===== src/rtl/cond_unit_pkg.sv =====
// Shared condition-code encodings and flag bit positions for the
// condition unit and the ALU flag packing.
package cond_unit_pkg;

    // Flag bit positions inside the {N,Z,C,V} nibble
    localparam int FLAG_N = 3;
    localparam int FLAG_Z = 2;
    localparam int FLAG_C = 1;
    localparam int FLAG_V = 0;

    typedef enum logic [3:0] {
        COND_EQ = 4'b0000,
        COND_NE = 4'b0001,
        COND_CS = 4'b0010,
        COND_CC = 4'b0011,
        COND_MI = 4'b0100,
        COND_PL = 4'b0101,
        COND_VS = 4'b0110,
        COND_VC = 4'b0111,
        COND_HI = 4'b1000,
        COND_LS = 4'b1001,
        COND_GE = 4'b1010,
        COND_LT = 4'b1011,
        COND_GT = 4'b1100,
        COND_LE = 4'b1101,
        COND_AL = 4'b1110,
        COND_NV = 4'b1111
    } cond_e;

    // Pack individual ALU flags into the architectural nibble order
    function automatic logic [3:0] pack_flags(input logic n, input logic z,
                                              input logic c, input logic v);
        logic [3:0] f;
        f         = '0;
        f[FLAG_N] = n;
        f[FLAG_Z] = z;
        f[FLAG_C] = c;
        f[FLAG_V] = v;
        return f;
    endfunction

endpackage


===== src/rtl/cond_unit_check.sv =====
// Combinational condition evaluator: cond field against current flags.
module cond_check
    import cond_unit_pkg::*;
(
    input  logic [3:0] cond,
    input  logic [3:0] flags,
    output logic       c
);

    logic n, z, cf, v;

    assign n  = flags[FLAG_N];
    assign z  = flags[FLAG_Z];
    assign cf = flags[FLAG_C];
    assign v  = flags[FLAG_V];

    // Decode the condition field into a single pass/fail bit
    always_comb begin
        c = 1'b0;
        case (cond_e'(cond))
            COND_EQ: c = z;
            COND_NE: c = ~z;
            COND_CS: c = cf;
            COND_CC: c = ~cf;
            COND_MI: c = n;
            COND_PL: c = ~n;
            COND_VS: c = v;
            COND_VC: c = ~v;
            COND_HI: c = cf & ~z;
            COND_LS: c = ~cf | z;
            COND_GE: c = (n == v);
            COND_LT: c = (n != v);
            COND_GT: c = ~z & (n == v);
            COND_LE: c = z | (n != v);
            COND_AL: c = 1'b1;
            COND_NV: c = 1'b0;
            default: c = 1'b0;
        endcase
    end

endmodule


===== src/rtl/cond_unit.sv =====
// Conditional-execution unit: evaluates the condition against the flag
// register, gates the write enables, updates flags and counts squashes.
// One-entry output register with a valid/ready handshake.
module cond_unit
    import cond_unit_pkg::*;
#(
    parameter int CNT_W = 8
) (
    input  logic             clk,
    input  logic             reset,
    input  logic             in_valid,
    output logic             in_ready,
    input  logic [3:0]       cond,
    input  logic [1:0]       flag_w,
    input  logic [3:0]       alu_flags,
    input  logic             pc_s,
    input  logic             reg_w,
    input  logic             mem_w,
    output logic             out_valid,
    input  logic             out_ready,
    output logic             pc_src,
    output logic             reg_write,
    output logic             mem_write,
    output logic             cond_ex,
    output logic [3:0]       flags,
    output logic [CNT_W-1:0] squash_cnt
);

    logic c;
    logic acc;

    cond_check u_check (
        .cond  (cond),
        .flags (flags),
        .c     (c)
    );

    // Ready when the output slot is empty or draining; never during reset
    assign in_ready = reset & (~out_valid | out_ready);
    assign acc      = in_valid & in_ready;

    // Output register and handshake state
    always_ff @(posedge clk) begin
        if (!reset) begin
            out_valid <= 1'b0;
            pc_src    <= 1'b0;
            reg_write <= 1'b0;
            mem_write <= 1'b0;
            cond_ex   <= 1'b0;
        end else if (acc) begin
            out_valid <= 1'b1;
            pc_src    <= pc_s  & c;
            reg_write <= reg_w & c;
            mem_write <= mem_w & c;
            cond_ex   <= c;
        end else if (out_ready) begin
            out_valid <= 1'b0;
        end
    end

    // Architectural flags: only a passing instruction may write them
    always_ff @(posedge clk) begin
        if (!reset) begin
            flags <= 4'b0000;
        end else if (acc && c) begin
            if (flag_w[1]) begin
                flags[FLAG_N] <= alu_flags[FLAG_N];
                flags[FLAG_Z] <= alu_flags[FLAG_Z];
            end
            if (flag_w[0]) begin
                flags[FLAG_C] <= alu_flags[FLAG_C];
                flags[FLAG_V] <= alu_flags[FLAG_V];
            end
        end
    end

    // Saturating count of squashed (condition-failed) instructions
    always_ff @(posedge clk) begin
        if (!reset) begin
            squash_cnt <= '0;
        end else if (acc && !c && (squash_cnt != {CNT_W{1'b1}})) begin
            squash_cnt <= squash_cnt + 1'b1;
        end
    end

endmodule


===== config.mk =====
export PLATFORM = sky130hd
export DESIGN_NAME = cond_unit
export DESIGN_NICKNAME = d
export VERILOG_FILES = /design/src/rtl/cond_unit_pkg.sv /design/src/rtl/cond_unit_check.sv /design/src/rtl/cond_unit.sv
export SDC_FILE = /design/constraint.sdc
export NUM_CORES = 1
export LEC_CHECK = 0
export ABC_AREA = 1
export BUFFER_PORTS_ARGS = -buffer_cell sky130_fd_sc_hd__buf_2
export CORE_MARGIN = 2
export CORE_UTILIZATION = 35
export CTS_BUF_LIST = sky130_fd_sc_hd__clkbuf_8
export DETAILED_ROUTE_END_ITERATION = 8
export GPL_ROUTABILITY_DRIVEN = 0
export PLACE_DENSITY = 0.63
export SYNTH_ARGS = -nofsm -noshare
export SYNTH_HDL_FRONTEND = slang
export SYNTH_HIERARCHICAL = 1
export SYNTH_SLANG_ARGS = --single-unit

===== constraint.sdc =====
create_clock -name clk -period 2.1 [get_ports clk]
set_input_delay 0 -clock clk [delete_from_list [all_inputs] [get_ports clk]]
set_output_delay 0 -clock clk [all_outputs]
set_load 0.01 [all_outputs]

# [Word-level counts from Yosys, hierarchy flattened]
# Index checks and enable logic that the tools add are counted.
[totals] word_cells=53 out_inout_bits=18 regBits=17
[classes] reduce_logical=8 eq_ne=18 muxes=3 bitwise=15 add_sub_neg=1
[op_table] op="4-bit equality test (second input constant)" count=8
[op_table] op="4-bit by 3-bit equality test with 1-bit output (second input constant)" count=4
[op_table] op="1-bit one-hot mux with 16 select lines" count=1
[op_table] op="8-bit by 1-bit adder with 8-bit output (second input constant)" count=1
[op_table] op="4-bit by 2-bit equality test with 1-bit output (second input constant)" count=2
[op_table] op="8-bit inequality test (second input constant)" count=1
[op_table] op="1-bit bitwise AND" count=7
[op_table] op="1-bit inverter" count=5
[op_table] op="4-bit by 1-bit equality test with 1-bit output (second input constant)" count=1
[op_table] op="4-bit zero test" count=1
[op_table] op="2-bit AND reduction" count=2
[op_table] op="1-bit logical AND" count=3
[op_table] op="1-bit bitwise OR" count=3
[op_table] op="1-bit two-way mux" count=2
[op_table] op="2-bit nonzero test" count=1
[op_table] op="1-bit equality test" count=1
[op_table] op="1-bit zero test" count=1
[op_table] op="1-bit inequality test" count=1

# [Longest topological paths before layout]
# Gate-level depths: netlist of the first run.
[logic_depth] word_depth=6 mapped_depth=15 mapped_depth_nobuf=15

# [Cells and area by module]
# Netlist of the first run, hierarchy kept.
[modules_own_cells] module="cond_unit" instances=1 seq_area_each_um2=340.3 area_each_um2=878.3 cells_each=134
[modules_own_cells] module="cond_check" instances=1 seq_area_each_um2=0.0 area_each_um2=205.2 cells_each=45

# [Worst setup path after synthesis of the first run]
# OpenSTA, ideal clock, no wires.
[synth_timing] kind="register to register" start="reg flags[0]" end="reg flags[0]" arrival_time_ns=1.540 period_less_slack_ns=1.653 stages_incl_launch_ff=14 setup_slack_ns=0.447 t_required_ns=1.987 setup_ns=0.113 path_cell_list="dfxtp_1 > inv_2 > nand2_1 > nand2_1 > o21ai_1 > nand2_1 > nand3_1 > nand2_1 > nand3_2 > nand4_1 > nor2_2 > nand2_1 > nand2_1 > nor2_1"
[synth_via] elab_chain_len=5
[synth_lines] element="start: declaration" line_no="cond_unit.sv:25" source="output logic [3:0] flags,"
[synth_lines] element="start signal: indexed assignment" line_no="cond_unit.sv:67" source="flags[FLAG_N] <= alu_flags[FLAG_N];"
[synth_lines] element="start signal: indexed assignment" line_no="cond_unit.sv:68" source="flags[FLAG_Z] <= alu_flags[FLAG_Z];"
[synth_lines] element="start signal: indexed assignment" line_no="cond_unit.sv:71" source="flags[FLAG_C] <= alu_flags[FLAG_C];"
[synth_lines] element="1-bit inequality test / 1-bit equality test (equally long branches)"
[synth_lines] element="1-bit bitwise OR / 1-bit bitwise AND (equally long branches)" line_no="cond_unit_check.sv:34, cond_unit_check.sv:33"
[synth_lines] element="1-bit one-hot mux with 16 select lines (*)" line_no="cond_unit_check.sv:20" source="case (cond_e'(cond))"
[synth_lines] element="via c" line_no="cond_unit.sv:29" source="logic c;"
[synth_lines] element="1-bit logical AND (*)" line_no="cond_unit.sv:65" source="end else if (acc && c) begin"
[synth_lines] element="2-bit AND reduction (no line) (*)"
# Mark *: on every way through the listed nets, which the timed path passes. The rest lies on a longest branch.
# A chain may end at the register's enable or synchronous reset.

# [Worst setup path in the final report of the first run]
[layout_timing] start="reg flags[0]" end="reg flags[2]"
# Same word-level chain as after synthesis.

==> impl_results.md, run 1 <==
* Vias per inst at 4.63
* Final Cell Area at 0.00137 mm2
* Worst-path maximum fanout at 7
* Warnings from Yosys at 6
* Maximum number of pins on one net before global-route repair at 16
* RSZ-0062 raised after global routing: no
* Routed vias at 1168
* Area occupied by multi-input gates at 629 um2
* Initial antenna violation count at 0
* Top_reg_cell synth: dfxtp_1
* Part of the Yosys area used for sequential elements at 31.4%
* First-pass GRT wire length at 3800 um
* Post-CTS Repair Setup Buffers at 0
* Number of synthesized flops with an enable pin at 0
* Final ANT Viol Nets at 0
* Clock Tree Buf Depth at 2
* Critical Path Sink Type: flop
* Syn_area_per_cell at 6.05 um2
* Yosys reg bits at 17
* Final Setup Violations at 0
* Vias in the first global route at 932
* Worst skew pair latency at 0.25 ns
* Kind of cell adding the most delay to the critical path: simple AND/OR/NAND/NOR gates
* Worst Skew at 0.00266 ns
* HP Start: alu_flags[3]
* Setup CP Type: reg2reg
* Nets at 238
* Outcome: finished, final reports clean
* Met3 usage at 1.97%
* CP peak stage delay at 0.45 ns
* Setup TNS at 0 ns
* Critical path launch point: flags[0]
* Most frequent CP cell: nand2_1
* Die ar. at 0.00356 mm2
* Peak VDD IR at 0.000325 V
* RR Startpoint: flags[0]
* Post-DP HPWL at 1890 um
* Post-Route WL at 2530 um
* Sequential Area at 340 um2
* Core area at 0.00300 mm2
* R2R Setup Slk at 0.28 ns
* CTS HTree Levels at 1
* Synthesis-to-finish area growth at 26.1%
* M2 GR Usage at 23.3%
* Syn nets at 197
* Drt first pass iters at 4
* Clock Pin Slew Worst Setup and Hold Paths at 0.07 ns
* Dpl cell area at 0.00129 mm2
* Cts bufs inserted at 3
* Final Hold Violating Endpoints at 0
* Cell breakdown of the critical path: inv_2 -> nand2_1 -> nand2_1 -> o21ai_1 -> nand2_1 -> nand3_1 -> nand2_1 -> nand3_2 -> nand4_1 -> nor2_2 -> nand2_1 -> nand2_1 -> nor2_1
* Antenna fix cells at 0
* Critical path launch point type: flop
* Site row count at 20
* Starting Density at 36.1%
* Global-route usage over all layers at 14.0%
* CTS tree: yes
* GR peak layer: met2
* Lkg Pwr at 0.000744 uW
* Max Clk Rate at 550 MHz
* PnR worst setup slack at 0.283 ns
* Layout cells sized above 1 at 22.8%
* Least-Margin Pin Slew at 0.313 ns
* Setup WS pre-CTS at 0.283 ns
* IO Port Bufs at 34
* Die Span X at 59.6 um
* Pwr/cell area at 564 mW/mm2
* CTS sink count at 17
* WP data required at 2.25 ns
* Final period utilization at 86.5%
* Max Slew Vio Count at 0
* Initial DRC count at 50
* Netlist cell types at 22
* GRT overflow at 0
* CTS Root Cell: clkbuf_8
* Num ports at 35
* Async S/R FF share, synth at 0%
* Max-cap violations at 0
* Mapped cell area at 0.00108 mm2
* Critical path buffer and inverter count at 1
* Remaining DRCs at 0
* WL per Instance at 10.0 um
* Critical-path top delay cell: dfxtp_1
* Slew Limit Headroom at 79.1%
* Die Height at 59.6 um
* Met1 Use GR at 17.9%
* Fill count at 330
* Cells after synthesis at 179
* Hold crit path type: in2reg
* Tmin final at 1.82 ns
* Post-CTS Resized at 0
* Critical path arrival at 1.97 ns
[worst register-to-register path, cell delays in order (launching register included)]
cell     delay (ns)
dfxtp_1        0.45
inv_2          0.06
nand2_1        0.08
nand2_1        0.07
o21ai_1        0.11
nand2_1        0.06
nand3_1        0.07
nand2_1        0.06
nand3_2        0.12
nand4_1        0.24
nor2_2         0.23
nand2_1        0.07
nand2_1        0.06
nor2_1         0.04
[cell usage in the layout (no fill, tap or decap), drive strengths merged, types with 2 or more instances in the layout]
cell,n
nand2,59
buf,34
nor2,32
inv,29
dfxtp,17
nand3,16
a21oi,8
o21ai,6
nand4,4
clkbuf,3
dlygate4sd3,3
nand3b,2
o211ai,2
[synthesized netlist by cell type (2+ instances only)]
cell / n / area, um2
nor2_2: 5 / 31.3
inv_2: 2 / 7.51
o211ai_1: 2 / 15.0
nand2_1: 57 / 214
nor2_1: 26 / 97.6
a21oi_1: 8 / 40.0
dfxtp_1: 17 / 340
o21ai_1: 2 / 10.0
nand3_1: 14 / 70.1
nand3b_1: 2 / 15.0
o21ai_0: 4 / 20.0
nand4_1: 4 / 25.0
inv_1: 27 / 101
[metal layers]
| layer | vias up | wire (um) |
|---|---|---|
| met1 | 504 | 1230 |
| met4 | 0 | 21 |
| li1 | 638 | - |
| met3 | 2 | 98 |
| met5 | - | 0 |
| met2 | 24 | 1180 |
[logic make-up (layout without fill, tap and decap cells)]
family	count (synthesis)	count (layout)	share of synthesized area, %
simple gates	114	114	48.3
compound gates	16	16	7.85
buf+inv	30	70	10.5
flops	17	17	31.4
xor+xnor	1	1	0.808
fa+ha+maj	1	1	1.15
[state kept, by name, summed over array words and instances (netlist names)]
| register | count |
|---|---|
| cond_ex | 1 |
| flags | 4 |
| reg_write | 1 |
| squash_cnt | 8 |
| out_valid | 1 |
| pc_src | 1 |
| mem_write | 1 |
[worst paths after layout]
kind	end	depth (start not counted)
worst min register to register	pc_src	2
worst max register to register	flags[2]	13
worst min-delay path	flags[3]	5
worst max-delay path	flags[2]	13
[where the power goes]
part,internal (uW),total [uW],switching (uW)
sequential,340,360,20.2
combinational,67.9,166,98.4
clock,131,244,112
total,539,770,231
[area by class of cell]
type | count | area share [%]
Clock buffer | 3 | 3.02
Inverter | 29 | 7.97
Tap cell | 33 | 3.02
Clock inverter | 1 | 0.366
Timing Repair Buffer | 37 | 14.7
Sequential cell | 17 | 24.9
Multi-Input combinational cell | 132 | 46.1
[stage by stage]
| step | hold WS (ns) | std cells | power, uW | utilization, % |
|---|---|---|---|---|
| after floorplan | 0.135 | 179 | 472 | - |
| after detailed placement | 0.258 | 245 | 530 | 43.0 |
| after global routing | 0.0594 | 252 | 818 | 45.5 |
| after global placement | 0.261 | 245 | 530 | 43.0 |
| after CTS | 0.0400 | 252 | 783 | 45.5 |
| final | 0.0423 | 252 | 770 | 45.5 |
[what timing repair did]
item | CTS | global route
hold buffers | 3 | 0
endpoints found under the hold margin | 3 | 0
endpoints found under the setup margin | 0 | 0
Note: power is estimated with default switching activity, not from simulation.
==> run 2, diff against run 1 <==
Settings changed: REMOVE_ABC_BUFFERS set to 1.
==> impl_results.md, run 2 (synthesized netlist as in run 1, its figures left out) <==
* Outcome: finished, violations left
* Failing checks: negative hold slack
* Slew Limit Headroom at 79.5% (+0.34 points)
* WP data required at 2.25 ns (about the same)
* Kind of cell adding the most delay to the critical path: simple AND/OR/NAND/NOR gates
* Max-cap violations at 0 (unchanged)
* Vias in the first global route at 929 (-0.32%)
* CTS HTree Levels at 1 (unchanged)
* GRT overflow at 0 (unchanged)
* Die Height at 59.6 um (unchanged)
* Cells after DPL at 245 (unchanged)
* Initial antenna violation count at 0 (unchanged)
* Num ports at 35 (unchanged)
* Max Clk Rate at 553 MHz (+0.45%)
* Cts bufs inserted at 3 (unchanged)
* Clock Tree Buf Depth at 2 (unchanged)
* First-pass GRT wire length at 3800 um (-0.16%)
* Peak VDD IR at 0.000456 V (+40%)
* Global-route usage over all layers at 13.9% (-0.057 points)
* Tot Pwr at 769 uW (-0.22%)
* Commonest non-fill, non-tap cells in the layout: nand2_1 (57), buf_2 (34), inv_1 (27), nor2_1 (26), dfxtp_1 (17)
* Critical path buffer and inverter count at 0 (-1)
* Lkg Pwr at 0.000740 uW (-0.56%)
* Final Hold Violating Endpoints at 1 (+1)
* Setup CP Type: reg2reg
* Initial DRC count at 58 (+16%)
* Routed vias at 1170 (+0.17%)
* Nets at 237 (-0.42%)
* Worst-path maximum fanout at 7 (unchanged)
* Core area at 0.00300 mm2 (unchanged)
* Maximum number of pins on one net before global-route repair at 16 (unchanged)
* Die ar. at 0.00356 mm2 (unchanged)
* Remaining DRCs at 0 (unchanged)
* Final Setup Violations at 0 (unchanged)
* Fin cells at 251 (-0.40%)
* Final period utilization at 86.2% (-0.38 points)
* Hold Slack at -0.000521 ns (-0.0428 ns)
* Fill count at 325 (-1.5%)
* Layout cells sized above 1 at 22.9% (+0.10 points)
* Setup WS pre-CTS at 0.291 ns (+0.00831 ns)
* Least-Margin Pin Slew at 0.308 ns (-0.00513 ns)
* Tmin final at 1.81 ns (-0.00808 ns)
* Critical path arrival at 1.96 ns (about the same)
* Setup TNS at 0 ns (unchanged)
* CTS Root Cell: clkbuf_8
* Vias per inst at 4.66 (+0.57%)
* Critical Path Sink Type: flop
* Antenna fix cells at 0 (unchanged)
* Most frequent CP cell: nand2_1
* Largest register FFs at 8 (unchanged)
* Die Span X at 59.6 um (unchanged)
* Worst skew pair latency at 0.25 ns (about the same)
* Final ANT Viol Nets at 0 (unchanged)
* Drt first pass iters at 4 (unchanged)
* Top Registers: squash_cnt (8), flags (4)
* Clock Pin Slew Worst Setup and Hold Paths at 0.07 ns (about the same)
* Hold crit path type: in2reg
* PnR worst setup slack at 0.291 ns (+0.00807 ns)
* Starting Density at 36.1% (unchanged)
* Post-DP HPWL at 1840 um (-2.5%)
* Most common cell after layout, fill and taps aside: nand2_1
* WL per Instance at 9.45 um (-5.8%)
* IO Port Bufs at 34 (unchanged)
* Post-CTS Repair Setup Buffers at 0 (unchanged)
* Critical path launch point type: flop
* Site row count at 20 (unchanged)
* Cell breakdown of the critical path: nand2_1 -> nand2_1 -> nand3_1 -> nand2_1 -> nand2_1 -> nand3_1 -> nand2_1 -> nand3_2 -> nand4_1 -> nor2_2 -> nand2_1 -> nand2_1 -> nor2_1
* Pwr/cell area at 567 mW/mm2 (+0.52%)
* Post-Route WL at 2370 um (-6.2%)
* Worst Skew at 0.00201 ns (-0.000650 ns)
* CP peak stage delay at 0.45 ns (about the same)
* Critical-path top delay cell: dfxtp_1
* CTS sink count at 17 (unchanged)
* Top reg by flops: squash_cnt
* Max Slew Vio Count at 0 (unchanged)
* Synthesis-to-finish area growth at 25.2%
* RSZ-0062 raised after global routing: no
* CTS tree: yes
==> run 2: cell count changes in the layout (fill, tap and decap cells not counted), sizes merged <==
cell / before / now
dlygate4sd3: 3 / 2
==> run 2: power by group <==
part	switching [uW]	internal [uW]	total, uW
clock network	113	132	245
registers	20.5	340	361
logic	96.5	66.5	163
total	230	538	769
==> run 2: area by class of cell <==
type / instances / area, um2 / share of cell area [%]
Inverter: 29 / 109 / 8.03
Clock inverter: 1 / 5.00 / 0.369
Multi-Input combinational cell: 132 / 629 / 46.4
Sequential cell: 17 / 340 / 25.1
Clock buffer: 3 / 41.3 / 3.04
Tap cell: 33 / 41.3 / 3.04
Timing Repair Buffer: 36 / 190 / 14.0
==> run 2: tightest hold or removal path, stage by stage <==
cell and delay, ns:
buf_2 0.10, nand2_1 0.06, a21oi_1 0.05
==> run 2: worst paths after layout <==
kind                  from   endpoint  slack (ns)  cells past startpoint
setup / recovery  flags[0]   flags[3]        0.29                     13
hold / removal       mem_w  mem_write     -0.0005                      3
setup reg to reg  flags[0]   flags[3]        0.29                     13
hold reg to reg    cond_ex    cond_ex        0.46                      2
==> run 2: repair_timing <==
item / 4_1_cts / 5_1_grt
hold buffers: 2 / 0
hold endpoints to repair: 2 / 0
gates resized for setup: 0 / 0
==> run 2: layer usage <==
metal  routed length [um]  vias to the layer above  GRT usage (%)
met4                   24                        0           4.76
met1                 1120                      504           17.4
met3                  102                        2           2.84
li1                     -                      639              -
met5                    0                        -              0
met2                 1120                       25           23.4
==> run 2: per-stage QoR <==
step / utilization [%] / instance area, um2
global placement: 43.0 / 1290
global route: 45.2 / 1360
CTS: 45.2 / 1360
detailed placement: 43.0 / 1290
finish: 45.2 / 1360
floorplan: - / 1080
